`config.mk`:
```
export PLATFORM = sky130hd
export DESIGN_NAME = mux_n_pipe
export DESIGN_NICKNAME = d
export VERILOG_FILES = /design/src/rtl/mux_n_pipe.sv
export SDC_FILE = /design/constraint.sdc
export NUM_CORES = 1
export LEC_CHECK = 0
export CAP_MARGIN = 10
export CORE_ASPECT_RATIO = 1.4
export CORE_MARGIN = 1
export CORE_UTILIZATION = 41
export DETAILED_ROUTE_END_ITERATION = 8
export GPL_ROUTABILITY_DRIVEN = 0
export PLACE_DENSITY = 0.81
export SLEW_MARGIN = 40
export SYNTH_ARGS = -nofsm -noshare
export SYNTH_HDL_FRONTEND = slang
export SYNTH_SLANG_ARGS = --single-unit
export TNS_END_PERCENT = 30
```
`constraint.sdc`:
```
create_clock -name clk -period 2.5 [get_ports clk]
set_input_delay 0.25 -clock clk [delete_from_list [all_inputs] [get_ports clk]]
set_output_delay 0.25 -clock clk [all_outputs]
set_load 0.02 [all_outputs]
```
`src/rtl/mux_n_pipe.sv`:
```
// mux_n_pipe: N-way, W-bit select mux with a registered, back-pressured output.
// A main register (M) drives the outputs and a skid register (S) absorbs one
// extra beat, so in_ready can come straight from a flop.
// Optional feature macro: MUX_PIPE_ERR_CNT_EN adds a saturating 16-bit count
// of accepted beats whose select was out of range (err_count port).
//
// Handshake: a beat transfers on a rising edge where valid and ready are both
// high. A producer holds valid and its payload steady until that happens.
// in_ready never depends combinationally on out_ready.
module mux_n_pipe #(
  parameter int               WIDTH       = 32,
  parameter int               NUM_IN      = 4,
  parameter int               SEL_W       = 2,
  parameter logic [WIDTH-1:0] DEFAULT_VAL = '0
) (
  input  logic                    clk,
  input  logic                    rst,
  input  logic [SEL_W-1:0]        sel,
  input  logic [NUM_IN*WIDTH-1:0] in_data,
  input  logic                    in_valid,
  output logic                    in_ready,
  output logic [WIDTH-1:0]        out_data,
  output logic                    out_sel_err,
  output logic                    out_valid,
  input  logic                    out_ready
`ifdef MUX_PIPE_ERR_CNT_EN
  ,
  output logic [15:0]             err_count
`endif
);

  logic [WIDTH-1:0] mux_data;
  logic             mux_err;

  logic             m_valid, m_err;
  logic [WIDTH-1:0] m_data;
  logic             s_valid, s_err;
  logic [WIDTH-1:0] s_data;

  logic             m_valid_nxt, m_err_nxt;
  logic [WIDTH-1:0] m_data_nxt;
  logic             s_valid_nxt, s_err_nxt;
  logic [WIDTH-1:0] s_data_nxt;

  logic             accept;
  logic             m_free;

  assign accept = in_valid & in_ready;
  // M can take a new beat when it is empty or its beat leaves this edge.
  assign m_free = ~m_valid | out_ready;

  assign out_valid   = m_valid;
  assign out_data    = m_data;
  assign out_sel_err = m_err;

  // Select mux; an unmatched select falls through to the constant with err set.
  always_comb begin
    mux_data = DEFAULT_VAL;
    mux_err  = 1'b1;
    for (int i = 0; i < NUM_IN; i++) begin
      if (sel == SEL_W'(i)) begin
        mux_data = in_data[i*WIDTH +: WIDTH];
        mux_err  = 1'b0;
      end
    end
  end

  // Next-state for the M/S pair: S drains into M first so order is kept.
  always_comb begin
    m_valid_nxt = m_valid;
    m_data_nxt  = m_data;
    m_err_nxt   = m_err;
    s_valid_nxt = s_valid;
    s_data_nxt  = s_data;
    s_err_nxt   = s_err;
    if (m_free) begin
      if (s_valid) begin
        m_valid_nxt = 1'b1;
        m_data_nxt  = s_data;
        m_err_nxt   = s_err;
        s_valid_nxt = accept;
        if (accept) begin
          s_data_nxt = mux_data;
          s_err_nxt  = mux_err;
        end
      end else begin
        m_valid_nxt = accept;
        if (accept) begin
          m_data_nxt = mux_data;
          m_err_nxt  = mux_err;
        end
      end
    end else if (accept) begin
      s_valid_nxt = 1'b1;
      s_data_nxt  = mux_data;
      s_err_nxt   = mux_err;
    end
  end

  // Storage registers; in_ready is registered as the inverse of next S valid.
  always_ff @(posedge clk or posedge rst) begin
    if (rst) begin
      m_valid  <= 1'b0;
      m_data   <= '0;
      m_err    <= 1'b0;
      s_valid  <= 1'b0;
      s_data   <= '0;
      s_err    <= 1'b0;
      in_ready <= 1'b0;
    end else begin
      m_valid  <= m_valid_nxt;
      m_data   <= m_data_nxt;
      m_err    <= m_err_nxt;
      s_valid  <= s_valid_nxt;
      s_data   <= s_data_nxt;
      s_err    <= s_err_nxt;
      in_ready <= ~s_valid_nxt;
    end
  end

`ifdef MUX_PIPE_ERR_CNT_EN
  // Saturating count of accepted out-of-range beats.
  always_ff @(posedge clk or posedge rst) begin
    if (rst) begin
      err_count <= '0;
    end else if (accept && mux_err && (err_count != 16'hFFFF)) begin
      err_count <= err_count + 16'd1;
    end
  end
`endif

endmodule

```
## Word level (Yosys, flattened, before mapping)

Cells that the tools add are included.

| storage, ports and cells | value |
|---|---|
| logic and storage cells | 40 |
| register bits | 69 |

| cells by class | value |
|---|---|
| mux-type cells | 22 |
| reduce and logical (&&, ||, !) cells | 3 |
| bitwise operators | 4 |
| equality and inequality tests | 4 |

Operators with widths:

| kind | number |
|---|---|
| two-way mux 32 bit | 9 |
| two-way mux 1 bit | 13 |
| equality test 2 bit, second input constant | 2 |
| equality test 2 x 1 -> 1 bit, second input constant | 1 |
| zero test 2 bit | 1 |
| inequality test 2 bit, second input constant | 1 |
| inverter 1 bit | 2 |
| AND reduction 2 bit | 1 |
| nonzero test 2 bit | 1 |
| AND 1 bit | 1 |
| OR 1 bit | 1 |

## Longest topological paths before layout

| logic depth | value |
|---|---|
| depth in word-level cells | 8 |
| depth in mapped cells | 5 |
| gate-level depth less buffers | 3 |

## Least setup slack after synthesis

Ideal clock, no wire load.

| path | value |
|---|---|
| kind | register to register |
| start | reg m_valid, in the netlist out_valid |
| end | reg s_data[10] |
| required time | 2375 ps |
| data arrival time | 1484 ps |
| stages on the path, launching flop included | 6 |
| clock period less this slack | 1608 ps |
| buffers on the path | 2 |
| path slack | 892 ps |
| library setup time | 125 ps |
| cells stage by stage | dfrtp_1 -> nand2b_1 -> a21o_1 -> buf_2 -> buf_2 -> mux2_2 |

| between the ends | value |
|---|---|
| cells in the longest elaborated chain, start to end | 3 |

Ends and longest elaborated chain:

| what | RTL line | RTL |
|---|---|---|
| from (decl) | 35 | `logic m_valid, m_err;` |
| from (signal assigned) | 111 | `m_valid <= m_valid_nxt;` |
| inverter 1 bit * | 50 | `assign m_free = ~m_valid \| out_ready;` |
| OR 1 bit * | 50 |  |
| inequality test 2 bit (no line) / two-way mux 32 bit (equally long branches) | n/a |  |
| to (signal assigned) | 115 | `s_data <= s_data_nxt;` |
| to (decl) | 38 | `logic [WIDTH-1:0] s_data;` |

Mark *: on every way between the ends. The rest lies on a longest branch, timed or not.
A chain may end at the register's enable or synchronous reset.

## Worst setup path after layout

| path | value |
|---|---|
| start | reg s_valid |
| end | reg m_data[23], in the netlist out_data[23] |

| between the ends | value |
|---|---|
| cells in the longest elaborated chain, start to end | 2 |

Ends and longest elaborated chain:

| what | RTL line | RTL |
|---|---|---|
| from (decl) | 37 | `logic s_valid, s_err;` |
| from (signal assigned) | 114 | `s_valid <= s_valid_nxt;` |
| nonzero test 2 bit (no line) | n/a |  |
| AND reduction 2 bit (no line) | n/a |  |
| to (signal assigned) | 112 | `m_data <= m_data_nxt;` |
| to (decl) | 36 | `logic [WIDTH-1:0] m_data;` |

Several ways; a longest one is shown, not always the timed one.

==> results by group <==
Timing
  – Post-layout minimum cycle time: 1.94 ns
  – Final setup viols: 0
  – Hold Vio Cnt, Final: 0
  – Rel. slew slack: 49.3%
  – Max Fclk: 516 MHz
  – Max-slew violations: 0
  – RSZ-0062 raised after global routing: no
  – Skew final: 0.00597 ns
  – Setup total negative slack: 0 ns
  – Final period utilization: 77.5%
  – Worst slew pin tran: 0.757 ns

Worst setup path
  – Crit. End Element: flop
  – CP max stage delay: 0.38 ns
  – Startpoint types: flop
  – Worst path required time: 2.70 ns
  – Worst setup path category: reg -> reg
  – CP Max Fanout: 35
  – Cell chain of the critical path: buf_4 -> inv_1 -> a21o_1 -> buf_12 -> a221o_1
  – Slowest CP cell: a21o_1
  – R2R Setup Slk: 0.56 ns
  – Critical Path AT: 2.14 ns

Clock tree
  – Clk Latency, worst-skew pair: 0.32 ns
  – TritonCTS buffer count: 9
  – Clock slew seen by the registers of the worst setup and hold paths: 0.06 ns
  – Post-CTS Setup Inserts: 0
  – Clock root buffer master: clkbuf_16
  – Num Clock Sinks: 69
  – CTS H-tree depth: 3
  – CTS-repair resized insts: 0
  – CTS Buffer Depth: 2
  – Hold_buf cts: 0
  – TritonCTS clock tree: yes

Synthesis
  – Post-synth top cells: dfrtp_1 (69), a221o_1 (32), and3_1 (32), mux2_2 (32), mux4_2 (30)
  – EDFF count, synth: 0
  – Post-Syn Nets: 367
  – Top post-synthesis cells by area: dfrtp_1 (49%), mux4_2 (19%), mux2_2 (10%), a221o_1 (9.1%), and3_1 (5.7%)
  – Syn_area_per_cell: 15.2 um^2
  – Synth top area share: 48.8%
  – Sequential area share after synthesis: 48.8%
  – Cell with the most instances after synthesis: dfrtp_1
  – Count of cell types in the netlist: 21
  – Mapped Cells: 233
  – Synth Cell Area: 3530 um^2
  – Register bit count reported by yosys: 69
  – Asr flop ratio synth: 100%
  – Area leader, netlist: dfrtp_1
  – Synth warnings: 0
  – Main synth FF type: dfrtp_1

Global routing
  – Most Crowded Layer GR: met2
  – Vias in the first global route: 3,245
  – Initial antenna violation count: 0
  – Met3 Usage GRT: 5.82%
  – First-pass GRT wire length: 14,900 um
  – GR Layer Usage met2: 41.4%
  – Congestion Overflow GR: 0
  – Total Routing Usage GR: 21.8%
  – Largest net degree at the start of global routing: 36
  – Grt met1 use: 22.6%

Placed design
  – IO Port Bufs: 168
  – Detailed Place HPWL: 6770 um
  – Placed inst area: 5360 um^2

Die
  – Row count: 39
  – Core Footprint: 8250 um^2
  – Width of the chip: 80.5 um
  – Die height: 112 um
  – Initial Utilization: 42.9%
  – I/O pin cnt: 169
  – Die area: 9000 um^2

Worst hold path
  – Hold/Removal Path Class: in -> async

Route
  – Routed Antenna Nets: 0
  – Routed vias/inst: 5.66
  – Average wire per standard cell: 17.9 um
  – Drt total wl: 9110 um
  – Vias: 2,876
  – Pre-antenna DRT Iters: 4
  – DRC: 0
  – Drt first-iter violations: 110

Layout
  – Fin area: 5700 um^2
  – Antenna Cells: 0
  – Final net count: 535
  – Ratio of cells with drive above 1 in the final layout: 22.7%
  – Area growth, synth to finish: 61.2%

Status
  – Status: finished, final reports clean

Power
  – Leakage: 2.40 nW
  – Maximum VDD drop: 486 uV
  – PD cells: 1020 nW/um^2

Job
  – Maxcap violations: 0
==> layout make-up <==
cell class              count  area (um^2)
fillers                   570         2550
clock inverters             4         95.1
repair buffers            180         1810
well taps                 102          128
clock buffers              12          246
inverters                   2         7.51
flip-flops and latches     69         1730
multi-input cells         139         1680
==> cells by family (layout without fill, tap and decap cells) <==
kind of cell,Yosys count,after routing,synth area share (%)
flip-flops,69,69,48.8
multiplexers,64,64,30.8
AND/OR/NAND/NOR,38,38,6.58
AO/OA/AOI/OAI,37,37,10.1
buffers and inverters,25,198,3.65
==> worst paths after layout <==
check,from,cells after the start,to
min in group clk,s_data[11],1,s_data[11]
min reg2reg,s_data[11],1,s_data[11]
max,s_valid,5,out_data[23]
max reg2reg,s_valid,5,out_data[23]
min,rst,2,out_data[15]
max in group asynchronous,rst,3,out_data[31]
==> cell usage in the layout, fill, tap and decap left out <==
cell type and instances:
and2_1 1, mux4_1 2, clkdlybuf4s50_1 166, inv_2 1, clkbuf_1 2, nor2b_1 1
bufinv_16 3, buf_2 2, buf_12 4, mux4_2 30, mux2_2 32, a21o_1 2
o21ai_0 1, clkbuf_16 9, nand2_1 1, clkinv_2 1, a32o_1 1, nand2b_1 1
buf_4 8, nand3_1 1, a221o_1 32, a21boi_0 1, and3_1 32, nor3_2 1
clkbuf_8 1, inv_1 1, dfrtp_1 69
==> state kept, by name (all words and copies together) (netlist names) <==
register     count
out_data        32
s_err            1
in_ready         1
s_data          32
s_valid          1
out_sel_err      1
out_valid        1
==> per-layer routing <==
layer	routed length [um]	up-vias
met5	0	-
met4	143	0
met3	694	16
met2	4970	123
met1	3300	1452
li1	-	1285
==> report_power, final <==
| group | total (W) | leakage, nW | internal (W) | switching, W |
|---|---|---|---|---|
| clock network | 0.00145 | 0.167 | 0.00100 | 0.000454 |
| logic | 0.00242 | 1.40 | 0.00136 | 0.00106 |
| registers | 0.00193 | 0.834 | 0.00166 | 0.000269 |
| total | 0.00581 | 2.40 | 0.00402 | 0.00179 |
==> stage by stage <==
stage | utilization, % | hold slack, ns | power [W] | worst slack (ns) | std cells
floorplan | - | 0.439 | 0.00330 | 0.510 | 233
global placement | 65.0 | 0.471 | 0.00429 | 0.379 | 492
detailed placement | 65.0 | 0.485 | 0.00439 | 0.341 | 492
CTS | 69.1 | 0.362 | 0.00586 | 0.551 | 508
global route | 69.1 | 0.399 | 0.00612 | 0.461 | 508
finish | 69.1 | 0.336 | 0.00581 | 0.562 | 508
==> critical path: cells and delay by family (launching register included) <==
family	cells	cell delay [ns]
compound gates	2	0.74
buf+inv	3	0.71
flops	1	0.36
No activity file was read; power rests on OpenSTA's default activity.
